===== config.mk =====
export PLATFORM = sky130hd
export DESIGN_NAME = ex_mem_pipe_reg_flat
export DESIGN_NICKNAME = d
export VERILOG_FILES = /design/src/rtl/ex_mem_pipe_reg_if.sv /design/src/rtl/ex_mem_pipe_reg.sv /design/src/flat_wrapper.sv
export SDC_FILE = /design/constraint.sdc
export NUM_CORES = 1
export LEC_CHECK = 0
export CORE_MARGIN = 4
export CORE_UTILIZATION = 36
export DETAILED_ROUTE_END_ITERATION = 10
export PLACE_DENSITY = 0.85
export SLEW_MARGIN = 10
export SYNTH_ARGS = -nofsm -noshare
export SYNTH_HDL_FRONTEND = slang
export SYNTH_SLANG_ARGS = --single-unit

===== constraint.sdc =====
create_clock -name clk -period 4.7 [get_ports clk]
set_clock_uncertainty 0.05 [all_clocks]
set_input_delay 0.705 -clock clk [delete_from_list [all_inputs] [get_ports clk]]
set_output_delay 0.705 -clock clk [all_outputs]
set_load 0.02 [all_outputs]

===== src/rtl/ex_mem_pipe_reg_if.sv =====
// EX->MEM pipeline register bus.
// master: EX-stage side (drives stall/flush and the *_i payload, observes the *_o payload).
// slave : the pipeline register itself.
// Ports: stall, flush, valid_i, control bits, zf_i, next_pc_i, branch_target_i,
//        alu_result_i, read_data2_i, write_reg_i; the matching *_o copies, pc_src_o and bubble_cnt_o.
interface ex_mem_pipe_reg_if #(
  parameter int unsigned DATA_W     = 32,
  parameter int unsigned REG_ADDR_W = 5,
  parameter int unsigned CNT_W      = 16
);
  logic                  stall;
  logic                  flush;
  logic                  valid_i;
  logic                  jump_i;
  logic                  branch_i;
  logic                  mem_read_i;
  logic                  mem_to_reg_i;
  logic                  mem_write_i;
  logic                  reg_write_i;
  logic                  zf_i;
  logic [DATA_W-1:0]     next_pc_i;
  logic [DATA_W-1:0]     branch_target_i;
  logic [DATA_W-1:0]     alu_result_i;
  logic [DATA_W-1:0]     read_data2_i;
  logic [REG_ADDR_W-1:0] write_reg_i;

  logic                  valid_o;
  logic                  jump_o;
  logic                  branch_o;
  logic                  mem_read_o;
  logic                  mem_to_reg_o;
  logic                  mem_write_o;
  logic                  reg_write_o;
  logic                  zf_o;
  logic [DATA_W-1:0]     next_pc_o;
  logic [DATA_W-1:0]     branch_target_o;
  logic [DATA_W-1:0]     alu_result_o;
  logic [DATA_W-1:0]     read_data2_o;
  logic [REG_ADDR_W-1:0] write_reg_o;
  logic                  pc_src_o;
  logic [CNT_W-1:0]      bubble_cnt_o;

  modport master (
    output stall, flush, valid_i, jump_i, branch_i, mem_read_i, mem_to_reg_i, mem_write_i,
           reg_write_i, zf_i, next_pc_i, branch_target_i, alu_result_i, read_data2_i, write_reg_i,
    input  valid_o, jump_o, branch_o, mem_read_o, mem_to_reg_o, mem_write_o, reg_write_o, zf_o,
           next_pc_o, branch_target_o, alu_result_o, read_data2_o, write_reg_o, pc_src_o,
           bubble_cnt_o
  );

  modport slave (
    input  stall, flush, valid_i, jump_i, branch_i, mem_read_i, mem_to_reg_i, mem_write_i,
           reg_write_i, zf_i, next_pc_i, branch_target_i, alu_result_i, read_data2_i, write_reg_i,
    output valid_o, jump_o, branch_o, mem_read_o, mem_to_reg_o, mem_write_o, reg_write_o, zf_o,
           next_pc_o, branch_target_o, alu_result_o, read_data2_o, write_reg_o, pc_src_o,
           bubble_cnt_o
  );
endinterface


===== src/rtl/ex_mem_pipe_reg.sv =====
// EX->MEM pipeline register: STAGES slices with valid tracking, stall (hold), flush (bubble
// insertion), branch/jump redirect from the last slice and a saturating bubble counter.
// Ports: clk (rising edge), rst (synchronous, active-high), bus (ex_mem_pipe_reg_if.slave).
module ex_mem_pipe_reg #(
  parameter int unsigned DATA_W     = 32,
  parameter int unsigned REG_ADDR_W = 5,
  parameter int unsigned STAGES     = 1,
  parameter int unsigned CNT_W      = 16
) (
  input  logic                 clk,
  input  logic                 rst,
  ex_mem_pipe_reg_if.slave     bus
);
  localparam int unsigned LAST = STAGES - 1;

  // Depth outside 1..4 is not a supported configuration.
  if (STAGES < 1 || STAGES > 4) begin : gBadStages
    $error("ex_mem_pipe_reg: STAGES must be in 1..4");
  end

  typedef struct packed {
    logic                  valid;
    logic                  jump;
    logic                  branch;
    logic                  memRead;
    logic                  memToReg;
    logic                  memWrite;
    logic                  regWrite;
    logic                  zf;
    logic [DATA_W-1:0]     nextPc;
    logic [DATA_W-1:0]     branchTarget;
    logic [DATA_W-1:0]     aluResult;
    logic [DATA_W-1:0]     readData2;
    logic [REG_ADDR_W-1:0] writeReg;
  } sliceT;

  sliceT            pipe [STAGES];
  sliceT            captureSlice;
  logic [CNT_W-1:0] bubbleCnt;
  logic             bubbleInc;

  // Slice-0 payload: a non-valid instruction carries no control, so downstream never acts on it.
  always_comb begin
    captureSlice              = '0;
    captureSlice.valid        = bus.valid_i;
    captureSlice.jump         = bus.valid_i & bus.jump_i;
    captureSlice.branch       = bus.valid_i & bus.branch_i;
    captureSlice.memRead      = bus.valid_i & bus.mem_read_i;
    captureSlice.memToReg     = bus.valid_i & bus.mem_to_reg_i;
    captureSlice.memWrite     = bus.valid_i & bus.mem_write_i;
    captureSlice.regWrite     = bus.valid_i & bus.reg_write_i;
    captureSlice.zf           = bus.zf_i;
    captureSlice.nextPc       = bus.next_pc_i;
    captureSlice.branchTarget = bus.branch_target_i;
    captureSlice.aluResult    = bus.alu_result_i;
    captureSlice.readData2    = bus.read_data2_i;
    captureSlice.writeReg     = bus.write_reg_i;
  end

  // One bubble per flush cycle, or per unstalled cycle that loads a non-valid instruction.
  always_comb begin
    bubbleInc = bus.flush | (~bus.stall & ~bus.valid_i);
  end

  // Slice shift register; priority rst > flush > stall > load.
  always_ff @(posedge clk) begin
    if (rst) begin
      for (int unsigned k = 0; k < STAGES; k++) pipe[k] <= '0;
      bubbleCnt <= '0;
    end else begin
      if (bus.flush) begin
        for (int unsigned k = 0; k < STAGES; k++) pipe[k] <= '0;
      end else if (!bus.stall) begin
        pipe[0] <= captureSlice;
        for (int unsigned k = 1; k < STAGES; k++) pipe[k] <= pipe[k-1];
      end
      if (bubbleInc && !(&bubbleCnt)) bubbleCnt <= bubbleCnt + CNT_W'(1);
    end
  end

  // Control fields are already zero whenever valid is zero, so no extra output gating is needed.
  assign bus.valid_o         = pipe[LAST].valid;
  assign bus.jump_o          = pipe[LAST].jump;
  assign bus.branch_o        = pipe[LAST].branch;
  assign bus.mem_read_o      = pipe[LAST].memRead;
  assign bus.mem_to_reg_o    = pipe[LAST].memToReg;
  assign bus.mem_write_o     = pipe[LAST].memWrite;
  assign bus.reg_write_o     = pipe[LAST].regWrite;
  assign bus.zf_o            = pipe[LAST].zf;
  assign bus.next_pc_o       = pipe[LAST].nextPc;
  assign bus.branch_target_o = pipe[LAST].branchTarget;
  assign bus.alu_result_o    = pipe[LAST].aluResult;
  assign bus.read_data2_o    = pipe[LAST].readData2;
  assign bus.write_reg_o     = pipe[LAST].writeReg;
  assign bus.bubble_cnt_o    = bubbleCnt;

  // Redirect decision straight off the last slice, no extra register stage.
  assign bus.pc_src_o = pipe[LAST].valid & (pipe[LAST].jump | (pipe[LAST].branch & pipe[LAST].zf));
endmodule


===== src/flat_wrapper.sv =====
// flat-port wrapper written by rule: the top's interface ports become plain ports
module ex_mem_pipe_reg_flat 
#(
  parameter int unsigned DATA_W     = 32,
  parameter int unsigned REG_ADDR_W = 5,
  parameter int unsigned STAGES     = 1,
  parameter int unsigned CNT_W      = 16
)
  (clk, rst, bus_stall, bus_flush, bus_valid_i, bus_jump_i, bus_branch_i, bus_mem_read_i, bus_mem_to_reg_i, bus_mem_write_i, bus_reg_write_i, bus_zf_i, bus_next_pc_i, bus_branch_target_i, bus_alu_result_i, bus_read_data2_i, bus_write_reg_i, bus_valid_o, bus_jump_o, bus_branch_o, bus_mem_read_o, bus_mem_to_reg_o, bus_mem_write_o, bus_reg_write_o, bus_zf_o, bus_next_pc_o, bus_branch_target_o, bus_alu_result_o, bus_read_data2_o, bus_write_reg_o, bus_pc_src_o, bus_bubble_cnt_o);
  ex_mem_pipe_reg_if #(.DATA_W(DATA_W), .REG_ADDR_W(REG_ADDR_W), .CNT_W(CNT_W)) bus_i ();
  input  logic clk;
  input  logic rst;
  input wire logic [$bits(bus_i.stall)-1:0] bus_stall;
  input wire logic [$bits(bus_i.flush)-1:0] bus_flush;
  input wire logic [$bits(bus_i.valid_i)-1:0] bus_valid_i;
  input wire logic [$bits(bus_i.jump_i)-1:0] bus_jump_i;
  input wire logic [$bits(bus_i.branch_i)-1:0] bus_branch_i;
  input wire logic [$bits(bus_i.mem_read_i)-1:0] bus_mem_read_i;
  input wire logic [$bits(bus_i.mem_to_reg_i)-1:0] bus_mem_to_reg_i;
  input wire logic [$bits(bus_i.mem_write_i)-1:0] bus_mem_write_i;
  input wire logic [$bits(bus_i.reg_write_i)-1:0] bus_reg_write_i;
  input wire logic [$bits(bus_i.zf_i)-1:0] bus_zf_i;
  input wire logic [$bits(bus_i.next_pc_i)-1:0] bus_next_pc_i;
  input wire logic [$bits(bus_i.branch_target_i)-1:0] bus_branch_target_i;
  input wire logic [$bits(bus_i.alu_result_i)-1:0] bus_alu_result_i;
  input wire logic [$bits(bus_i.read_data2_i)-1:0] bus_read_data2_i;
  input wire logic [$bits(bus_i.write_reg_i)-1:0] bus_write_reg_i;
  output wire logic [$bits(bus_i.valid_o)-1:0] bus_valid_o;
  output wire logic [$bits(bus_i.jump_o)-1:0] bus_jump_o;
  output wire logic [$bits(bus_i.branch_o)-1:0] bus_branch_o;
  output wire logic [$bits(bus_i.mem_read_o)-1:0] bus_mem_read_o;
  output wire logic [$bits(bus_i.mem_to_reg_o)-1:0] bus_mem_to_reg_o;
  output wire logic [$bits(bus_i.mem_write_o)-1:0] bus_mem_write_o;
  output wire logic [$bits(bus_i.reg_write_o)-1:0] bus_reg_write_o;
  output wire logic [$bits(bus_i.zf_o)-1:0] bus_zf_o;
  output wire logic [$bits(bus_i.next_pc_o)-1:0] bus_next_pc_o;
  output wire logic [$bits(bus_i.branch_target_o)-1:0] bus_branch_target_o;
  output wire logic [$bits(bus_i.alu_result_o)-1:0] bus_alu_result_o;
  output wire logic [$bits(bus_i.read_data2_o)-1:0] bus_read_data2_o;
  output wire logic [$bits(bus_i.write_reg_o)-1:0] bus_write_reg_o;
  output wire logic [$bits(bus_i.pc_src_o)-1:0] bus_pc_src_o;
  output wire logic [$bits(bus_i.bubble_cnt_o)-1:0] bus_bubble_cnt_o;
  assign bus_i.stall = bus_stall;
  assign bus_i.flush = bus_flush;
  assign bus_i.valid_i = bus_valid_i;
  assign bus_i.jump_i = bus_jump_i;
  assign bus_i.branch_i = bus_branch_i;
  assign bus_i.mem_read_i = bus_mem_read_i;
  assign bus_i.mem_to_reg_i = bus_mem_to_reg_i;
  assign bus_i.mem_write_i = bus_mem_write_i;
  assign bus_i.reg_write_i = bus_reg_write_i;
  assign bus_i.zf_i = bus_zf_i;
  assign bus_i.next_pc_i = bus_next_pc_i;
  assign bus_i.branch_target_i = bus_branch_target_i;
  assign bus_i.alu_result_i = bus_alu_result_i;
  assign bus_i.read_data2_i = bus_read_data2_i;
  assign bus_i.write_reg_i = bus_write_reg_i;
  assign bus_valid_o = bus_i.valid_o;
  assign bus_jump_o = bus_i.jump_o;
  assign bus_branch_o = bus_i.branch_o;
  assign bus_mem_read_o = bus_i.mem_read_o;
  assign bus_mem_to_reg_o = bus_i.mem_to_reg_o;
  assign bus_mem_write_o = bus_i.mem_write_o;
  assign bus_reg_write_o = bus_i.reg_write_o;
  assign bus_zf_o = bus_i.zf_o;
  assign bus_next_pc_o = bus_i.next_pc_o;
  assign bus_branch_target_o = bus_i.branch_target_o;
  assign bus_alu_result_o = bus_i.alu_result_o;
  assign bus_read_data2_o = bus_i.read_data2_o;
  assign bus_write_reg_o = bus_i.write_reg_o;
  assign bus_pc_src_o = bus_i.pc_src_o;
  assign bus_bubble_cnt_o = bus_i.bubble_cnt_o;
  ex_mem_pipe_reg #(.DATA_W(DATA_W), .REG_ADDR_W(REG_ADDR_W), .STAGES(STAGES), .CNT_W(CNT_W)) u_core (.clk(clk), .rst(rst), .bus(bus_i));
endmodule

==> impl_metrics.csv, run 1 <==
group,metric,value,unit
status,status,"complete, no violations",
placement,io_buffer_count,302,
sta,finalHoldViolCount,0,
cells_and_area,stdcell_count,941,
global_routing,gr-total-overflow,0,
global_routing,grt_pass1_vias,4182,
sta,setup_violations,0,
yosys,synthCells,403,
setup_path,crit_chain,"clkdlybuf4s50_1 > nor3_2 > buf_4 > and2_1",
sta,max-slew-margin-rel,0.383,
cells_and_area,num_antenna_cells,0,
run,max_cap_viol_count,0,
routing,dr.pass1.iters,4,
routing,drt_iter0_markers,166,
floorplan,coreArea,16500,sq um
sta,min_period,2.62,ns
sta,tns,0,ns
setup_path,start_kind,"primary input",
global_routing,grt_pass1_wl,22.2,mm
floorplan,die_w,138,um
floorplan,initial_utilization,0.367,
clock_network,cts_max_level,4,
sta,slew_viol_final,0,
cells_and_area,area_growth,63.0,%
floorplan,ioPinCount,303,
yosys,yosys_register_bits,157,
floorplan,die_h,138,um
setup_path,cp-end-kind,"flip-flop",
yosys,synth_area,6070,sq um
cells_and_area,final_util,0.599,
yosys,syn_area_per_cell,15.1,sq um
routing,post_drt_wl_per_cell,16.6,um
clock_network,cts_hold_buf,0,
global_routing,grt_max_degree,123,
setup_path,slowest_delay,0.79,ns
setup_path,crit_required,4.93,ns
yosys,syn-num-nets,549,
placement,dp_hpwl,11.6,mm
routing,routed_wirelength,15.6,mm
setup_path,critPathArrivalTime,2.84,ns
clock_network,path_clk_slew,0.07,ns
clock_network,numClockSinks,157,
clock_network,clock_latency,0.41,ns
global_routing,grt_antenna_before_repair,0,
routing,viasPerCell,4.51,
clock_network,cts_buffer_depth,2,
cells_and_area,fillCellCount,1257,
yosys,ys_warn_count,0,
clock_network,cts_resized,0,
yosys,seq_area_frac_synth,0.750,
placement,dp.cells,909,
cells_and_area,drive_gt1_frac,0.0749,
power_and_ir_drop,vdd_drop_max,208,uV
clock_network,cts_setup_buffers,0,
setup_path,slowest_stage,"clkdlybuf4s50_1",
sta,period_share,0.557,
floorplan,rows,47,
placement,gp_congestion,0.801,
clock_network,cts-root-buf,"clkbuf_16",
sta,rsz0062_at_grt,"false",
sta,timing.fmax,0.382,GHz
global_routing,grt_use_total,0.155,
setup_path,crit_type,"primary input to flip-flop",
routing,route.vias.total,4248,
clock_network,cts_made_buffers,17,
sta,whs,0.450,ns
worst_hold_path,hold_path_class,"flip-flop to flip-flop",
yosys,ys_types,36,
cells_and_area,nNetsFinal,854,
clock_network,tritoncts,"built",
power_and_ir_drop,p_per_area,335,nW/um^2
sta,worst_pin_slew,0.925,ns
floorplan,dieArea,19000,sq um
routing,postRouteAntennaNets,0,
power_and_ir_drop,leakagePower,0.00370,uW
routing,drcViolationCount,0,
setup_path,cp_max_fo,122,
-- report_power, final --
| part | switching (uW) | total, uW | internal, uW |
|---|---|---|---|
| clock network | 567 | 1250 | 680 |
| logic | 191 | 441 | 250 |
| registers | 23.6 | 1620 | 1600 |
-- layer usage --
layer | vias to the layer above | wire length (um) | track usage
li1 | 2060 | - | -
met1 | 1958 | 5570 | 0.168
met2 | 213 | 8110 | 0.273
met3 | 17 | 1690 | 0.0614
met4 | 0 | 262 | 0.0554
met5 | - | 0 | 0
-- through the flow --
step / area, sq um / total power, uW / setup slack (ns)
floorplan: 6070 / 1810 / 0.149
global placement: 9350 / 2090 / 1.68
detailed placement: 9350 / 2100 / 1.63
CTS: 9880 / 3340 / 2.05
global route: 9890 / 3430 / 1.88
finish: 9890 / 3310 / 2.08
-- path summary, 6_finish.rpt --
| path | start | endpoint | slack (ns) | depth (start not counted) |
|---|---|---|---|---|
| setup reg to reg | u_core.bus.bubble_cnt_o[0] | u_core.bus.bubble_cnt_o[10] | 2.64 | 5 |
| hold / removal | u_core.bus.bubble_cnt_o[15] | u_core.bus.bubble_cnt_o[15] | 0.45 | 1 |
| hold reg to reg | u_core.bus.bubble_cnt_o[15] | u_core.bus.bubble_cnt_o[15] | 0.45 | 1 |
| setup / recovery | rst | u_core.pipe[0][29] | 2.08 | 4 |
-- cells by family (layout without fill, tap and decap cells) --
kind of cell | after synthesis | in the layout | share of synthesized area
DFF | 157 | 157 | 0.750
AOI/OAI and AO/OA | 32 | 32 | 0.0346
adders and majority gates | 1 | 1 | 0.00206
and+or+nand+nor | 186 | 186 | 0.192
muxes | 2 | 2 | 0.00371
buffers and inverters | 25 | 343 | 0.0169
-- area by class of cell --
type                            instances  area, sq um  area share
Tap cell                              220          275      0.0278
Timing Repair Buffer                  306         3070       0.310
Clock inverter                         15          114      0.0115
Clock buffer                           17          425      0.0430
Inverter                                5         18.8     0.00190
Multi-Input combinational cell        221         1440       0.146
Sequential cell                       157         4550       0.460
-- cells in the final DEF, fill, tap and decap left out, types with 2 or more instances in the layout --
| cell type | n |
|---|---|
| or3_1 | 2 |
| inv_1 | 5 |
| o31ai_1 | 10 |
| buf_4 | 3 |
| and2_1 | 134 |
| nor2b_1 | 3 |
| clkdlybuf4s50_1 | 302 |
| clkbuf_16 | 17 |
| nor4_1 | 2 |
| clkinvlp_4 | 7 |
| and3_2 | 6 |
| or4_2 | 2 |
| or4_1 | 7 |
| mux2_2 | 2 |
| nand2_1 | 7 |
| o21ai_0 | 3 |
| nand3_1 | 5 |
| a21oi_1 | 14 |
| edfxtp_1 | 141 |
| dfxtp_1 | 16 |
| nor2_1 | 3 |
| nand4_1 | 4 |
| inv_6 | 5 |
-- registers in the layout, indices dropped and copies added (netlist names) --
signal                   flops
u_core.bus.bubble_cnt_o     16
u_core.pipe                141
-- critical path: cells and delay by family --
kind,cells,cell delay [ns]
simple gates,2,0.53
buf+inv,2,1.48
-- Yosys cell counts, drive strengths merged --
| cell | count | area, sq um |
|---|---|---|
| mux2 | 2 | 22.5 |
| nand4 | 4 | 25.0 |
| nand3 | 5 | 25.0 |
| and2 | 135 | 846 |
| nand2 | 8 | 30.0 |
| o21ba | 1 | 16.3 |
| nand3b | 1 | 7.51 |
| inv | 5 | 18.8 |
| and3 | 7 | 51.3 |
| buf | 2 | 16.3 |
| a2111oi | 1 | 8.76 |
| o21ai | 3 | 15.0 |
| edfxtp | 141 | 4230 |
| or4 | 9 | 70.1 |
| dfxtp | 16 | 320 |
| ha | 1 | 12.5 |
| nor3 | 1 | 5.00 |
| or3 | 4 | 31.3 |
| clkbuf | 18 | 67.6 |
| nor4 | 4 | 31.3 |
| nand2b | 1 | 6.26 |
| o31a | 1 | 10.0 |
| and4 | 1 | 8.76 |
| o31ai | 10 | 75.1 |
| nor2b | 3 | 18.8 |
| a21oi | 14 | 70.1 |
| o21bai | 1 | 7.51 |
| a211oi | 1 | 7.51 |
| nor2 | 3 | 11.3 |
Note: power is estimated with default switching activity, not from simulation.
==> run 2: changes to the inputs <==
- CORE_UTILIZATION: 36 -> 40
- PLACE_DENSITY: 0.85 -> 0.89
- clock period: 4.7 -> 2.7 ns (I/O delays scaled with it)
==> impl_metrics.csv, run 2 (synthesized netlist as in run 1, its figures left out) <==
group,metric,value,unit
status,status,"complete, no violations",
cells_and_area,fillCellCount,1003,
routing,post_drt_wl_per_cell,18.7,um
cells_and_area,stdcell_count,908,
global_routing,grt_max_degree,142,
worst_hold_path,hold_path_class,"flip-flop to flip-flop",
global_routing,grt_use_met2,0.353,
floorplan,initial_utilization,0.413,
cells_and_area,largest_reg_flops,141,
power_and_ir_drop,vdd_drop_max,386,uV
sta,period_share,0.779,
cells_and_area,regMostFlops,"u_core.pipe",
clock_network,tritoncts,"built",
sta,min_period,2.10,ns
placement,io_buffer_count,302,
clock_network,cts_made_buffers,17,
sta,whs,0.491,ns
clock_network,path_clk_slew,0.06,ns
clock_network,cts_hold_buf,0,
placement,postPlaceCellArea,9360,sq um
cells_and_area,mostFrequentLayoutCell,"clkdlybuf4s50_1",
sta,tns,0,ns
routing,viasPerCell,4.82,
clock_network,cts_setup_buffers,0,
global_routing,grt_use_met1,0.215,
sta,worst_pin_slew,0.682,ns
placement,dp_hpwl,12.6,mm
setup_path,crit_chain,"a21oi_1 > nor2b_1 > clkdlybuf4s50_1",
global_routing,grt_antenna_before_repair,0,
routing,postRouteAntennaNets,0,
setup_path,slowest_delay,0.65,ns
floorplan,ioPinCount,303,
worst_hold_path,hold_path_startpoint,"u_core.bus.bubble_cnt_o[3]",
clock_network,cts_resized,0,
cells_and_area,drive_gt1_frac,0.0760,
sta,setup_slack,0.598,ns
sta,timing.fmax,0.476,GHz
clock_network,cts_buffer_depth,2,
sta,rsz0062_at_grt,"false",
global_routing,grt.met3_usage,0.0807,
routing,route.vias.total,4375,
setup_path,crit_required,2.25,ns
setup_path,critPathLaunch,"u_core.pipe[0][139]",
clock_network,numClockSinks,157,
global_routing,grt_pass1_vias,4537,
clock_network,cts-root-buf,"clkbuf_16",
cells_and_area,ff_latch_area,4550,sq um
setup_path,crit_type,"flip-flop to primary output",
cells_and_area,num_antenna_cells,0,
setup_path,cp-end-kind,"primary output",
routing,drt_iter0_markers,258,
floorplan,rows,44,
placement,dp.cells,876,
sta,setup_violations,0,
power_and_ir_drop,leakagePower,0.00374,uW
global_routing,grt_pass1_wl,26.4,mm
placement,gp_congestion,0.872,
global_routing,gr-max-usage-layer,"met2",
setup_path,critPathArrivalTime,1.65,ns
cells_and_area,area_growth,63.3,%
cells_and_area,multi_input_area,1440,sq um
clock_network,clock_latency,0.41,ns
placement,dp_slack,0.166,ns
power_and_ir_drop,p_per_area,590,nW/um^2
global_routing,gr-total-overflow,0,
floorplan,die_h,131,um
run,max_cap_viol_count,0,
cells_and_area,nNetsFinal,857,
routing,drcViolationCount,0,
setup_path,slowest_stage,"clkdlybuf4s50_1",
setup_path,start_kind,"flip-flop",
floorplan,coreArea,14700,sq um
floorplan,dieArea,17200,sq um
setup_path,rr_startpoint,"u_core.bus.bubble_cnt_o[0]",
floorplan,die_w,131,um
cells_and_area,final_cell_mix,"clkdlybuf4s50_1 (302), edfxtp_1 (141), and2_1 (134)",
sta,max-slew-margin-rel,0.542,
global_routing,grt_use_total,0.197,
sta,finalHoldViolCount,0,
clock_network,cts_max_level,4,
setup_path,cp_max_fo,2,
sta,slew_viol_final,0,
cells_and_area,postLayoutCellArea,9910,sq um
routing,dr.pass1.iters,5,
routing,routed_wirelength,17.0,mm
## run 2: cell count changes in the layout (fill, tap and decap cells not counted), moves of 2 or more
| cell | before | now |
|---|---|---|
| clkbuf_8 | 0 | 3 |
| inv_6 | 5 | 1 |
| clkbuf_1 | 0 | 3 |
| buf_12 | 1 | 3 |
| inv_4 | 0 | 3 |
| clkinvlp_4 | 7 | 0 |
## run 2: routing by layer
layer | up-vias | part of all wire | wire length, um
li1 | 2076 | - | -
met1 | 2053 | 0.36 | 6170
met2 | 221 | 0.53 | 9000
met3 | 25 | 0.086 | 1450
met4 | 0 | 0.020 | 337
met5 | - | 0 | 0
## run 2: per-stage QoR
stage / util / power [uW]
floorplan: - / 3140
finish: 0.674 / 5850
CTS: 0.674 / 5900
global route: 0.674 / 6070
global placement: 0.637 / 3650
detailed placement: 0.637 / 3670
## run 2: layout make-up
class                      count  area share
clock buffer                  24      0.0507
clock inverter                 8     0.00555
inverter                       5     0.00189
multi-input combinational    221       0.145
sequential                   157       0.459
tap                          184      0.0232
timing repair buffer         309       0.314
## run 2: worst max-delay path, delay by kind of cell, from the launching register on
kind                   cells  cell delay [ns]
buffers and inverters      1             0.65
flip-flops                 1             0.41
AND/OR/NAND/NOR            1             0.11
AO/OA/AOI/OAI              1             0.06
## run 2: where the power goes
part	internal (uW)	leakage (uW)	switching (uW)
sequential	2780	0.00175	44.6
combinational	441	0.00171	343
clock	1310	0.000281	929
## run 2: worst paths after layout
kind / slack (ns) / cells past startpoint / to
hold / removal: 0.49 / 2 / u_core.bus.bubble_cnt_o[3]
setup / recovery: 0.60 / 3 / bus_pc_src_o
hold reg to reg: 0.49 / 2 / u_core.bus.bubble_cnt_o[3]
setup reg to reg: 0.71 / 5 / u_core.bus.bubble_cnt_o[10]
